===== src/rtl/uart_bus_master.sv =====
// uart_bus_master: UART-controlled single-word bus initiator.
// Receives 'W' addr data / 'R' addr frames on rx_i (8N1, LSB first) and issues
// one valid/ready transaction. Replies 'K' for a write or the 4 read-data bytes.
// Ports:
//   clk, rst_n        clock, synchronous active-low reset
//   rx_i, tx_o        UART receive / transmit lines (idle high)
//   m_valid_o, m_ready_i, m_addr_o, m_wdata_o, m_we_o, m_rdata_i   bus master port
//   busy_o            high while the command FSM is not idle
module uart_bus_master #(
   parameter int unsigned CLKS_PER_BIT     = 868,
   parameter int unsigned TIMEOUT_CYCLES   = 1000000,
   localparam int unsigned RISCV_ADDR_WIDTH = 32,
   localparam int unsigned RISCV_WORD_WIDTH = 32
) (
   input  logic                        clk,
   input  logic                        rst_n,
   input  logic                        rx_i,
   output logic                        tx_o,
   output logic                        m_valid_o,
   input  logic                        m_ready_i,
   output logic [RISCV_ADDR_WIDTH-1:0] m_addr_o,
   output logic [RISCV_WORD_WIDTH-1:0] m_wdata_o,
   output logic [3:0]                  m_we_o,
   input  logic [RISCV_WORD_WIDTH-1:0] m_rdata_i,
   output logic                        busy_o
);

   localparam int unsigned CNT_W     = $clog2(CLKS_PER_BIT);
   localparam int unsigned TO_W      = $clog2(TIMEOUT_CYCLES + 1);
   localparam logic [7:0]  CMD_WRITE = 8'h57;
   localparam logic [7:0]  CMD_READ  = 8'h52;
   localparam logic [7:0]  ACK_BYTE  = 8'h4B;

   typedef enum logic [1:0] {RX_IDLE, RX_START, RX_DATA, RX_STOP} rx_state_t;
   typedef enum logic [2:0] {ST_IDLE, ST_ADDR, ST_DATA, ST_BUS, ST_RESP} state_t;

   // ---------------- receiver ----------------
   rx_state_t        rx_state, rx_state_n;
   logic [CNT_W-1:0] rx_cnt, rx_cnt_n;
   logic [2:0]       rx_bit, rx_bit_n;
   logic [7:0]       rx_shift, rx_shift_n;
   logic             rx_valid, rx_valid_n;
   logic             rx_meta, rx_sync, rx_prev;

   // Synchronizer, edge history and receiver state register
   always_ff @(posedge clk) begin
      if (!rst_n) begin
         rx_meta  <= 1'b1;
         rx_sync  <= 1'b1;
         rx_prev  <= 1'b1;
         rx_state <= RX_IDLE;
         rx_cnt   <= '0;
         rx_bit   <= '0;
         rx_shift <= '0;
         rx_valid <= 1'b0;
      end else begin
         rx_meta  <= rx_i;
         rx_sync  <= rx_meta;
         rx_prev  <= rx_sync;
         rx_state <= rx_state_n;
         rx_cnt   <= rx_cnt_n;
         rx_bit   <= rx_bit_n;
         rx_shift <= rx_shift_n;
         rx_valid <= rx_valid_n;
      end
   end

   // Receiver next state; rx_valid pulses the cycle after a good stop sample
   always_comb begin
      rx_state_n = rx_state;
      rx_cnt_n   = rx_cnt + 1'b1;
      rx_bit_n   = rx_bit;
      rx_shift_n = rx_shift;
      rx_valid_n = 1'b0;
      case (rx_state)
         RX_IDLE: begin
            rx_cnt_n = '0;
            rx_bit_n = '0;
            if (rx_prev && !rx_sync) rx_state_n = RX_START;
         end
         RX_START: begin
            if (rx_cnt == CNT_W'(CLKS_PER_BIT / 2 - 1)) begin
               rx_cnt_n   = '0;
               rx_state_n = rx_sync ? RX_IDLE : RX_DATA;
            end
         end
         RX_DATA: begin
            if (rx_cnt == CNT_W'(CLKS_PER_BIT - 1)) begin
               rx_cnt_n   = '0;
               rx_shift_n = {rx_sync, rx_shift[7:1]};
               rx_bit_n   = rx_bit + 1'b1;
               if (rx_bit == 3'd7) rx_state_n = RX_STOP;
            end
         end
         RX_STOP: begin
            if (rx_cnt == CNT_W'(CLKS_PER_BIT - 1)) begin
               rx_state_n = RX_IDLE;
               rx_valid_n = rx_sync;   // low stop bit drops the byte
            end
         end
         default: rx_state_n = RX_IDLE;
      endcase
   end

   // ---------------- command FSM ----------------
   state_t           state, state_n;
   logic             op_write;
   logic [1:0]       byte_cnt;
   logic [TO_W-1:0]  to_cnt;
   logic [23:0]      resp_q;
   logic [1:0]       resp_left;
   logic [8:0]       tx_shift;
   logic [3:0]       tx_bit;
   logic [CNT_W-1:0] tx_cnt;
   logic             timeout_c;
   logic             tx_done_c;

   assign timeout_c = (to_cnt == TO_W'(TIMEOUT_CYCLES - 1));
   assign tx_done_c = (tx_cnt == CNT_W'(CLKS_PER_BIT - 1)) && (tx_bit == 4'd9);

   always_ff @(posedge clk) begin
      if (!rst_n) state <= ST_IDLE;
      else        state <= state_n;
   end

   always_comb begin
      state_n = state;
      case (state)
         ST_IDLE:
            if (rx_valid && (rx_shift == CMD_WRITE || rx_shift == CMD_READ)) state_n = ST_ADDR;
         ST_ADDR:
            if (rx_valid) begin
               if (byte_cnt == 2'd3) state_n = op_write ? ST_DATA : ST_BUS;
            end else if (timeout_c) state_n = ST_IDLE;
         ST_DATA:
            if (rx_valid) begin
               if (byte_cnt == 2'd3) state_n = ST_BUS;
            end else if (timeout_c) state_n = ST_IDLE;
         ST_BUS:
            if (m_ready_i) state_n = ST_RESP;
         ST_RESP:
            if (tx_done_c && resp_left == 2'd0) state_n = ST_IDLE;
         default: state_n = ST_IDLE;
      endcase
   end

   // Frame capture, bus outputs and response transmitter
   always_ff @(posedge clk) begin
      if (!rst_n) begin
         op_write  <= 1'b0;
         byte_cnt  <= '0;
         to_cnt    <= '0;
         resp_q    <= '0;
         resp_left <= '0;
         tx_shift  <= '1;
         tx_bit    <= '0;
         tx_cnt    <= '0;
         tx_o      <= 1'b1;
         m_valid_o <= 1'b0;
         m_we_o    <= 4'h0;
         m_addr_o  <= '0;
         m_wdata_o <= '0;
         busy_o    <= 1'b0;
      end else begin
         m_valid_o <= (state_n == ST_BUS);
         m_we_o    <= (state_n == ST_BUS && op_write) ? 4'hF : 4'h0;
         busy_o    <= (state_n != ST_IDLE);

         if (state == ST_IDLE && rx_valid) op_write <= (rx_shift == CMD_WRITE);

         if (state_n != state)
            byte_cnt <= '0;
         else if (rx_valid && (state == ST_ADDR || state == ST_DATA))
            byte_cnt <= byte_cnt + 1'b1;

         // Inactivity timer only runs while a frame is partially received
         if ((state == ST_ADDR || state == ST_DATA) && !rx_valid) to_cnt <= to_cnt + 1'b1;
         else                                                     to_cnt <= '0;

         // Little-endian fields land directly in the output registers; A0[1:0] forced to 0
         if (state == ST_ADDR && rx_valid)
            m_addr_o[{byte_cnt, 3'b000} +: 8] <= (byte_cnt == 2'd0) ? (rx_shift & 8'hFC) : rx_shift;
         if (state == ST_DATA && rx_valid)
            m_wdata_o[{byte_cnt, 3'b000} +: 8] <= rx_shift;

         // The accepting edge already starts the first start bit
         if (state == ST_BUS && m_ready_i) begin
            resp_q    <= op_write ? 24'h0 : m_rdata_i[31:8];
            resp_left <= op_write ? 2'd0 : 2'd3;
            tx_shift  <= {1'b1, (op_write ? ACK_BYTE : m_rdata_i[7:0])};
            tx_bit    <= '0;
            tx_cnt    <= '0;
            tx_o      <= 1'b0;
         end else if (state == ST_RESP) begin
            if (tx_cnt == CNT_W'(CLKS_PER_BIT - 1)) begin
               tx_cnt <= '0;
               if (tx_bit == 4'd9) begin
                  if (resp_left != 2'd0) begin
                     resp_q    <= {8'h00, resp_q[23:8]};
                     resp_left <= resp_left - 1'b1;
                     tx_shift  <= {1'b1, resp_q[7:0]};
                     tx_bit    <= '0;
                     tx_o      <= 1'b0;
                  end
               end else begin
                  tx_o     <= tx_shift[0];
                  tx_shift <= {1'b1, tx_shift[8:1]};
                  tx_bit   <= tx_bit + 1'b1;
               end
            end else begin
               tx_cnt <= tx_cnt + 1'b1;
            end
         end
      end
   end

endmodule


===== config.mk =====
export PLATFORM = sky130hd
export DESIGN_NAME = uart_bus_master
export DESIGN_NICKNAME = d
export VERILOG_FILES = /design/src/rtl/uart_bus_master.sv
export SDC_FILE = /design/constraint.sdc
export NUM_CORES = 1
export LEC_CHECK = 0
export BUFFER_PORTS_ARGS = -buffer_cell sky130_fd_sc_hd__buf_4
export CAP_MARGIN = 10
export CORE_MARGIN = 10
export CORE_UTILIZATION = 39
export CTS_CLUSTER_DIAMETER = 50
export DETAILED_ROUTE_END_ITERATION = 16
export SYNTH_ARGS = -nofsm -noshare
export SYNTH_HDL_FRONTEND = slang
export SYNTH_SLANG_ARGS = --single-unit

===== constraint.sdc =====
create_clock -name clk -period 4.95 [get_ports clk]
set_input_delay 0.495 -clock clk [delete_from_list [all_inputs] [get_ports clk]]
set_output_delay 0.495 -clock clk [all_outputs]
set_load 0.01 [all_outputs]

==> impl_metrics.env, run 1 <==
export IMPL_grt_max_degree=59
export IMPL_synth_xor_area_share_pct=4.58
export IMPL_yosysTopAreaCellShare_pct=46.6
export IMPL_critical_path_peak_fanout=24
export IMPL_synth_seq_area_share_pct=46.6
export IMPL_synth_common_cells="169 x dfxtp_1, 151 x nand2_1, 106 x a21oi_1"
export IMPL_root_buffer="clkbuf_16"
export IMPL_cap_violations=0
export IMPL_finalNetCount=999
export IMPL_ant_nets=0
export IMPL_post_dp_hpwl_um=12600
export IMPL_die_height_um=156
export IMPL_grt_overflow=0
export IMPL_leakagePower_nw=3.12
export IMPL_routed_wl_um=18800
export IMPL_cts_tree="done"
export IMPL_pin_count=107
export IMPL_internal_power_w=0.00208
export IMPL_cts_resized=0
export IMPL_synth_nets=932
export IMPL_clock_sinks=169
export IMPL_avgRoutedWirePerCell_um=15.8
export IMPL_hold_violations=0
export IMPL_rr_startpoint="state[2]"
export IMPL_status="completed"
export IMPL_dr_pass1_iters=5
export IMPL_worst_ir_drop_vdd_v=0.000189
export IMPL_antenna_found_initial=0
export IMPL_power_share_combinational_pct=1.8
export IMPL_netlist_area_mm2=0.00726
export IMPL_p_clk_share_pct=47.4
export IMPL_yosysWarnings=0
export IMPL_reg2reg_depth=5
export IMPL_reg2reg_to="resp_q[9]"
export IMPL_ctsHoldBuffers=0
export IMPL_die_w_um=156
export IMPL_rsz0062_at_grt="false"
export IMPL_hold_end="rx_meta"
export IMPL_fin_crit_ns=2.57
export IMPL_synth_simple_area_share_pct=27.4
export IMPL_synth_compound_area_share_pct=13.0
export IMPL_rows=49
export IMPL_globalplace_congestion=0.784
export IMPL_antenna_cells=0
export IMPL_setup_violations_final=0
export IMPL_worstHoldStart="rx_i"
export IMPL_port_buffers=106
export IMPL_synth_edf_count=0
export IMPL_grt_first_pass_wirelength_um=30400
export IMPL_drc=0
export IMPL_drt_initial_drc_count=418
export IMPL_core_mm2=0.0181
export IMPL_fin_setup_tns_ns=0
export IMPL_synthAdderAreaFrac_pct=2.24
export IMPL_synth_top_family_by_area="simple AND/OR/NAND/NOR gates"
export IMPL_vias_per_cell=5.24
export IMPL_power_density_mw_per_mm2=309
export IMPL_async_flop_share_pct=0
export IMPL_skew_ns=0.0127
export IMPL_synth_cells=883
export IMPL_synthTopCellsByArea="dfxtp_1 47%, nand2_1 7.8%, a21oi_1 7.3%"
export IMPL_p_sw_w=0.000608
export IMPL_htree_levels=4
export IMPL_slew_violations=0
export IMPL_clkTransAtPathRegs_ns=0.07
export IMPL_cts_buffers=17
export IMPL_hold_class="in -> reg"
export IMPL_synthDistinctLibCells=55
export IMPL_ys_ff_latch=169
export IMPL_drive_gt1_share_pct=16.5
export IMPL_die_area_mm2=0.0245
export IMPL_synthMuxAreaShare_pct=1.55
export IMPL_power_frac_seq_pct=50.7
export IMPL_synthFlopType="dfxtp_1"
export IMPL_clk_latency_ns=0.43
export IMPL_path_class="reg -> reg"
export IMPL_start_util_pct=40.0
export IMPL_sw_frac_of_total_pct=22.6
export IMPL_synth_most_common_cell="dfxtp_1"
export IMPL_fin_crit_sh_pct=51.9
export IMPL_postCtsSetupBuffers=0
export IMPL_cp_data_arrival_time_ns=2.82
export IMPL_dp_worst_setup_slack_ns=2.37
export IMPL_synth_top_cell_by_area="dfxtp_1"
export IMPL_cp_end_kind="register"
export IMPL_cp_start_kind="register"
export IMPL_num_vias=6245
export IMPL_cts_max_path_buffers=2
export IMPL_fin_util_pct=47.9
export IMPL_hold_depth=2
export IMPL_worstPathRequired_ns=5.20
export IMPL_track_usage_pct=15.1
export IMPL_synth_avg_cell_area_um2=8.22
export IMPL_tightest_slew_ns=1.10
export IMPL_relSlewSlack_pct=26.5
export IMPL_timing_fmax_ghz=0.390
export IMPL_areaGrowthSynthToFinish_pct=19.7
export IMPL_fin_ws_ns=2.38
export IMPL_first_global_vias=5789
export IMPL_r2r_slack_ns=2.38
-- worst max-delay path, stage by stage, from the launching register on --
cell      delay [ns]
dfxtp_1         0.47
or3b_4          0.44
nor4_4          0.51
nand2_1         0.61
nand2_1         0.24
a311oi_1        0.10
-- how the worst max path moves through the flow --
stage / start / endpoint / cells past startpoint / slack, ns
2_1_floorplan: state[2] / resp_q[14] / 7 / 3.00
3_3_place_gp: state[0] / resp_q[19] / 5 / 2.42
4_1_cts: state[2] / resp_q[14] / 5 / 2.37
5_1_grt: state[2] / resp_q[9] / 5 / 2.15
3_5_place_dp: state[2] / resp_q[14] / 5 / 2.37
6_report: state[2] / resp_q[9] / 5 / 2.38
-- final cells by class --
cell class | instances | area (µm²)
clock buffers | 20 | 467
clock inverters | 12 | 104
fillers | 1797 | 9450
inverters | 15 | 56.3
multi-input cells | 634 | 3550
flip-flops and latches | 169 | 3380
well taps | 229 | 287
repair buffers | 113 | 848
-- sequential cells by signal, indices dropped and copies added, names as in the netlist, 3 cells and up, named ones only --
signal     cells
tx_shift       8
to_cnt        20
tx_cnt        10
rx_cnt        10
m_addr_o      32
state          3
m_wdata_o     32
resp_q        24
rx_shift       8
rx_bit         3
tx_bit         4
-- power by group through the flow --
| stage | Sequential, W | Combinational, W | Clock (W) |
|---|---|---|---|
| 4_1_cts | 0.00136 | 0.0000501 | 0.00131 |
| 5_1_grt | 0.00136 | 0.0000537 | 0.00136 |
| 6_report | 0.00136 | 0.0000495 | 0.00127 |
| 3_5_place_dp | 0.00139 | 0.0000500 | 0 |
| 2_1_floorplan | 0.00139 | 0.0000222 | 0 |
| 3_3_place_gp | 0.00139 | 0.0000505 | 0 |
-- per-layer routing --
| layer | vias to the layer above | part of all wire (%) | track usage (%) |
|---|---|---|---|
| li1 | 3181 | - | - |
| met1 | 2898 | 49 | 20.4 |
| met5 | - | 0 | 0 |
| met4 | 0 | 1.3 | 4.94 |
| met2 | 142 | 44 | 22.5 |
| met3 | 24 | 6.1 | 4.85 |
-- cells in the final DEF (no fill, tap or decap), types with 4 or more instances in the layout --
| cell | n |
|---|---|
| dfxtp_1 | 169 |
| o21ai_0 | 7 |
| nor2_1 | 63 |
| xnor2_1 | 20 |
| ha_1 | 13 |
| o31ai_1 | 5 |
| nor3_1 | 11 |
| nand2b_1 | 6 |
| nand3_1 | 100 |
| mux2i_1 | 9 |
| inv_6 | 5 |
| or3_1 | 8 |
| inv_1 | 13 |
| nor4bb_1 | 4 |
| a21oi_1 | 106 |
| and3_1 | 12 |
| nand2_1 | 151 |
| clkbuf_16 | 17 |
| nand4_1 | 13 |
| o211ai_1 | 7 |
| and2_1 | 11 |
| a311oi_1 | 16 |
| buf_4 | 113 |
| xor2_1 | 18 |
| or2_2 | 4 |
| nor3b_1 | 9 |
-- cell families (layout without fill, tap and decap cells) --
group / count (synthesis) / in the layout
adder cells (fa/ha/maj): 13 / 13
multiplexers: 11 / 11
flip-flops: 169 / 169
AND/OR/NAND/NOR: 413 / 413
AO/OA/AOI/OAI: 159 / 159
buffers and inverters: 80 / 160
XOR/XNOR: 38 / 38
-- metrics by stage --
step	hold slack, ns	power [W]	cells	instance area, µm²
floorplan	0.386	0.00141	883	7260
global placement	0.400	0.00144	1160	8120
detailed placement	0.393	0.00144	1160	8120
CTS	0.256	0.00272	1192	8690
global route	0.251	0.00278	1192	8690
finish	0.271	0.00269	1192	8690
Power figures use the tool's default switching activity.
==> run 2: changes to the inputs <==
Clock period 4.95 ns to 2.39 ns, I/O delays scaled along.
==> run 2 against run 1 <==
Register-to-register slack worse by 2.1 ns. Non-clock buffer count is 23 higher. Largest cell class unchanged. Largest power group unchanged. Global-route usage hardly changed. Via count is 0.93% higher. Critical path type unchanged. Combinational power is 120% higher. Power is 110% higher. Flip-flop and latch count stayed put.
==> impl_metrics.env, run 2 (synthesis gave the netlist of run 1 again) <==
export IMPL_status="completed"
export IMPL_dr_pass1_iters=5
export IMPL_grt_overflow=0
export IMPL_globalplace_congestion=0.799
export IMPL_critPathTopFamily="simple AND/OR/NAND/NOR gates"
export IMPL_htree_levels=4
export IMPL_vias_per_cell=5.19
export IMPL_crit_buf_inv=0
export IMPL_cp_start_kind="register"
export IMPL_timing_fmax_ghz=0.479
export IMPL_track_usage_pct=15.2
export IMPL_fillers=1799
export IMPL_p_clk_share_pct=48.9
export IMPL_clk_latency_ns=0.43
export IMPL_pin_count=107
export IMPL_leakagePower_nw=3.26
export IMPL_critPathSlowestCell="dfxtp_1"
export IMPL_sw_frac_of_total_pct=22.2
export IMPL_clock_sinks=169
export IMPL_fin_crit_ns=2.09
export IMPL_cts_max_path_buffers=2
export IMPL_r2r_slack_ns=0.30
export IMPL_hold_class="in -> reg"
export IMPL_routed_wl_um=18800
export IMPL_port_buffers=106
export IMPL_worst_ir_drop_vdd_v=0.000415
export IMPL_hold_violations=0
export IMPL_tightest_slew_ns=0.678
export IMPL_antenna_cells=0
export IMPL_post_dp_hpwl_um=12900
export IMPL_fin_crit_sh_pct=87.4
export IMPL_num_vias=6303
export IMPL_finalNetCount=1022
export IMPL_max_stage_delay_ns=0.47
export IMPL_rsz0062_at_grt="false"
export IMPL_clkTransAtPathRegs_ns=0.07
export IMPL_worstHoldStart="m_rdata_i[31]"
export IMPL_seqCellArea_mm2=0.00338
export IMPL_grt_first_pass_wirelength_um=30600
export IMPL_dp_cells=1182
export IMPL_fin_setup_tns_ns=0
export IMPL_grt_max_degree=47
export IMPL_postCtsSetupBuffers=0
export IMPL_cts_buffers=17
export IMPL_final_cells=1215
export IMPL_p_sw_w=0.00127
export IMPL_cap_violations=0
export IMPL_die_area_mm2=0.0245
export IMPL_worstPathRequired_ns=2.72
export IMPL_avgRoutedWirePerCell_um=15.5
export IMPL_relSlewSlack_pct=54.8
export IMPL_critical_path_peak_fanout=20
export IMPL_cts_tree="done"
export IMPL_multi_input_area_mm2=0.00355
export IMPL_crit_chain="or3b_4 > nor4_4 > and2_4 > nand2_1 > a311oi_1"
export IMPL_power_share_combinational_pct=1.9
export IMPL_hold_end="resp_q[23]"
export IMPL_slew_violations=0
export IMPL_root_buffer="clkbuf_16"
export IMPL_power_frac_seq_pct=49.2
export IMPL_stdcell_area_mm2=0.00890
export IMPL_drt_initial_drc_count=451
export IMPL_rr_startpoint="state[2]"
export IMPL_die_height_um=156
export IMPL_areaGrowthSynthToFinish_pct=22.6
export IMPL_layout_commonest_cell="dfxtp_1"
export IMPL_skew_ns=0.0148
export IMPL_drive_gt1_share_pct=18.4
export IMPL_cts_resized=0
export IMPL_setup_violations_final=0
export IMPL_internal_power_w=0.00447
export IMPL_fin_hold_ws_ns=0.0955
export IMPL_path_class="reg -> reg"
export IMPL_final_cell_mix="169 x dfxtp_1, 151 x nand2_1, 135 x buf_4"
export IMPL_ctsHoldBuffers=1
export IMPL_fin_ws_ns=0.301
export IMPL_cp_end_kind="register"
export IMPL_dp_worst_setup_slack_ns=0.313
export IMPL_die_w_um=156
export IMPL_rows=49
export IMPL_first_global_vias=5964
export IMPL_largestRegisters="m_addr_o x32, m_wdata_o x32, resp_q x24"
export IMPL_reg2reg_to="resp_q[3]"
export IMPL_start_util_pct=40.0
export IMPL_antenna_found_initial=0
export IMPL_ant_nets=0
export IMPL_dpl_cell_area_mm2=0.00829
export IMPL_cp_data_arrival_time_ns=2.42
export IMPL_power_density_mw_per_mm2=645
export IMPL_core_mm2=0.0181
export IMPL_reg2reg_depth=5
export IMPL_hold_depth=3
export IMPL_drc=0
[run 2: changes by cell type in the layout (fill, tap and decap cells not counted)]
cell           before  now
clkbuf_8            3    1
clkinv_4            3    4
bufinv_16           0    2
buf_4             113  135
clkinv_2            0    1
dlygate4sd3_1       0    1
clkinvlp_4          3    1
[run 2: stage by stage]
stage | util (%) | total power (W)
floorplan | - | 0.00293
global placement | 45.7 | 0.00300
detailed placement | 45.7 | 0.00300
CTS | 49.0 | 0.00580
global route | 49.0 | 0.00592
finish | 49.0 | 0.00574
[run 2: worst register-to-register path: stages (launching register included)]
cell and delay [ns]:
dfxtp_1 0.47, or3b_4 0.44, nor4_4 0.38, and2_4 0.35, nand2_1 0.10, a311oi_1 0.26
[run 2: layout make-up]
class / instances / share of cell area [%]
tap: 229 / 3.22
sequential: 169 / 38.0
timing repair buffer: 136 / 11.5
clock inverter: 14 / 1.83
multi-input combinational: 634 / 39.9
clock buffer: 18 / 4.93
inverter: 15 / 0.633
[run 2: worst max-delay path by stage]
stage | start | to | slack, ns | cells after the start
3_3_place_gp | state[0] | resp_q[4] | 0.36 | 5
4_1_cts | state[0] | resp_q[4] | 0.29 | 5
3_5_place_dp | state[0] | resp_q[4] | 0.31 | 5
6_report | state[2] | resp_q[3] | 0.30 | 5
2_1_floorplan | state[2] | resp_q[14] | 0.44 | 7
5_1_grt | state[2] | resp_q[10] | 0.14 | 5
[run 2: layer usage]
layer / GRT usage [%] / vias up / share of wire [%]
li1: - / 3233 / -
met5: 0 / - / 0
met4: 3.96 / 0 / 0.52
met1: 20.0 / 2932 / 48
met3: 5.48 / 9 / 7.3
met2: 23.0 / 129 / 45
[run 2: power by group through the flow]
| stage | combinational (W) | clock [W] | sequential [W] |
|---|---|---|---|
| final | 0.000108 | 0.00281 | 0.00282 |
| after global placement | 0.000109 | 0 | 0.00289 |
| after CTS | 0.000109 | 0.00287 | 0.00282 |
| after detailed placement | 0.000108 | 0 | 0.00289 |
| after global routing | 0.000118 | 0.00298 | 0.00282 |
| after floorplan | 0.0000459 | 0 | 0.00288 |
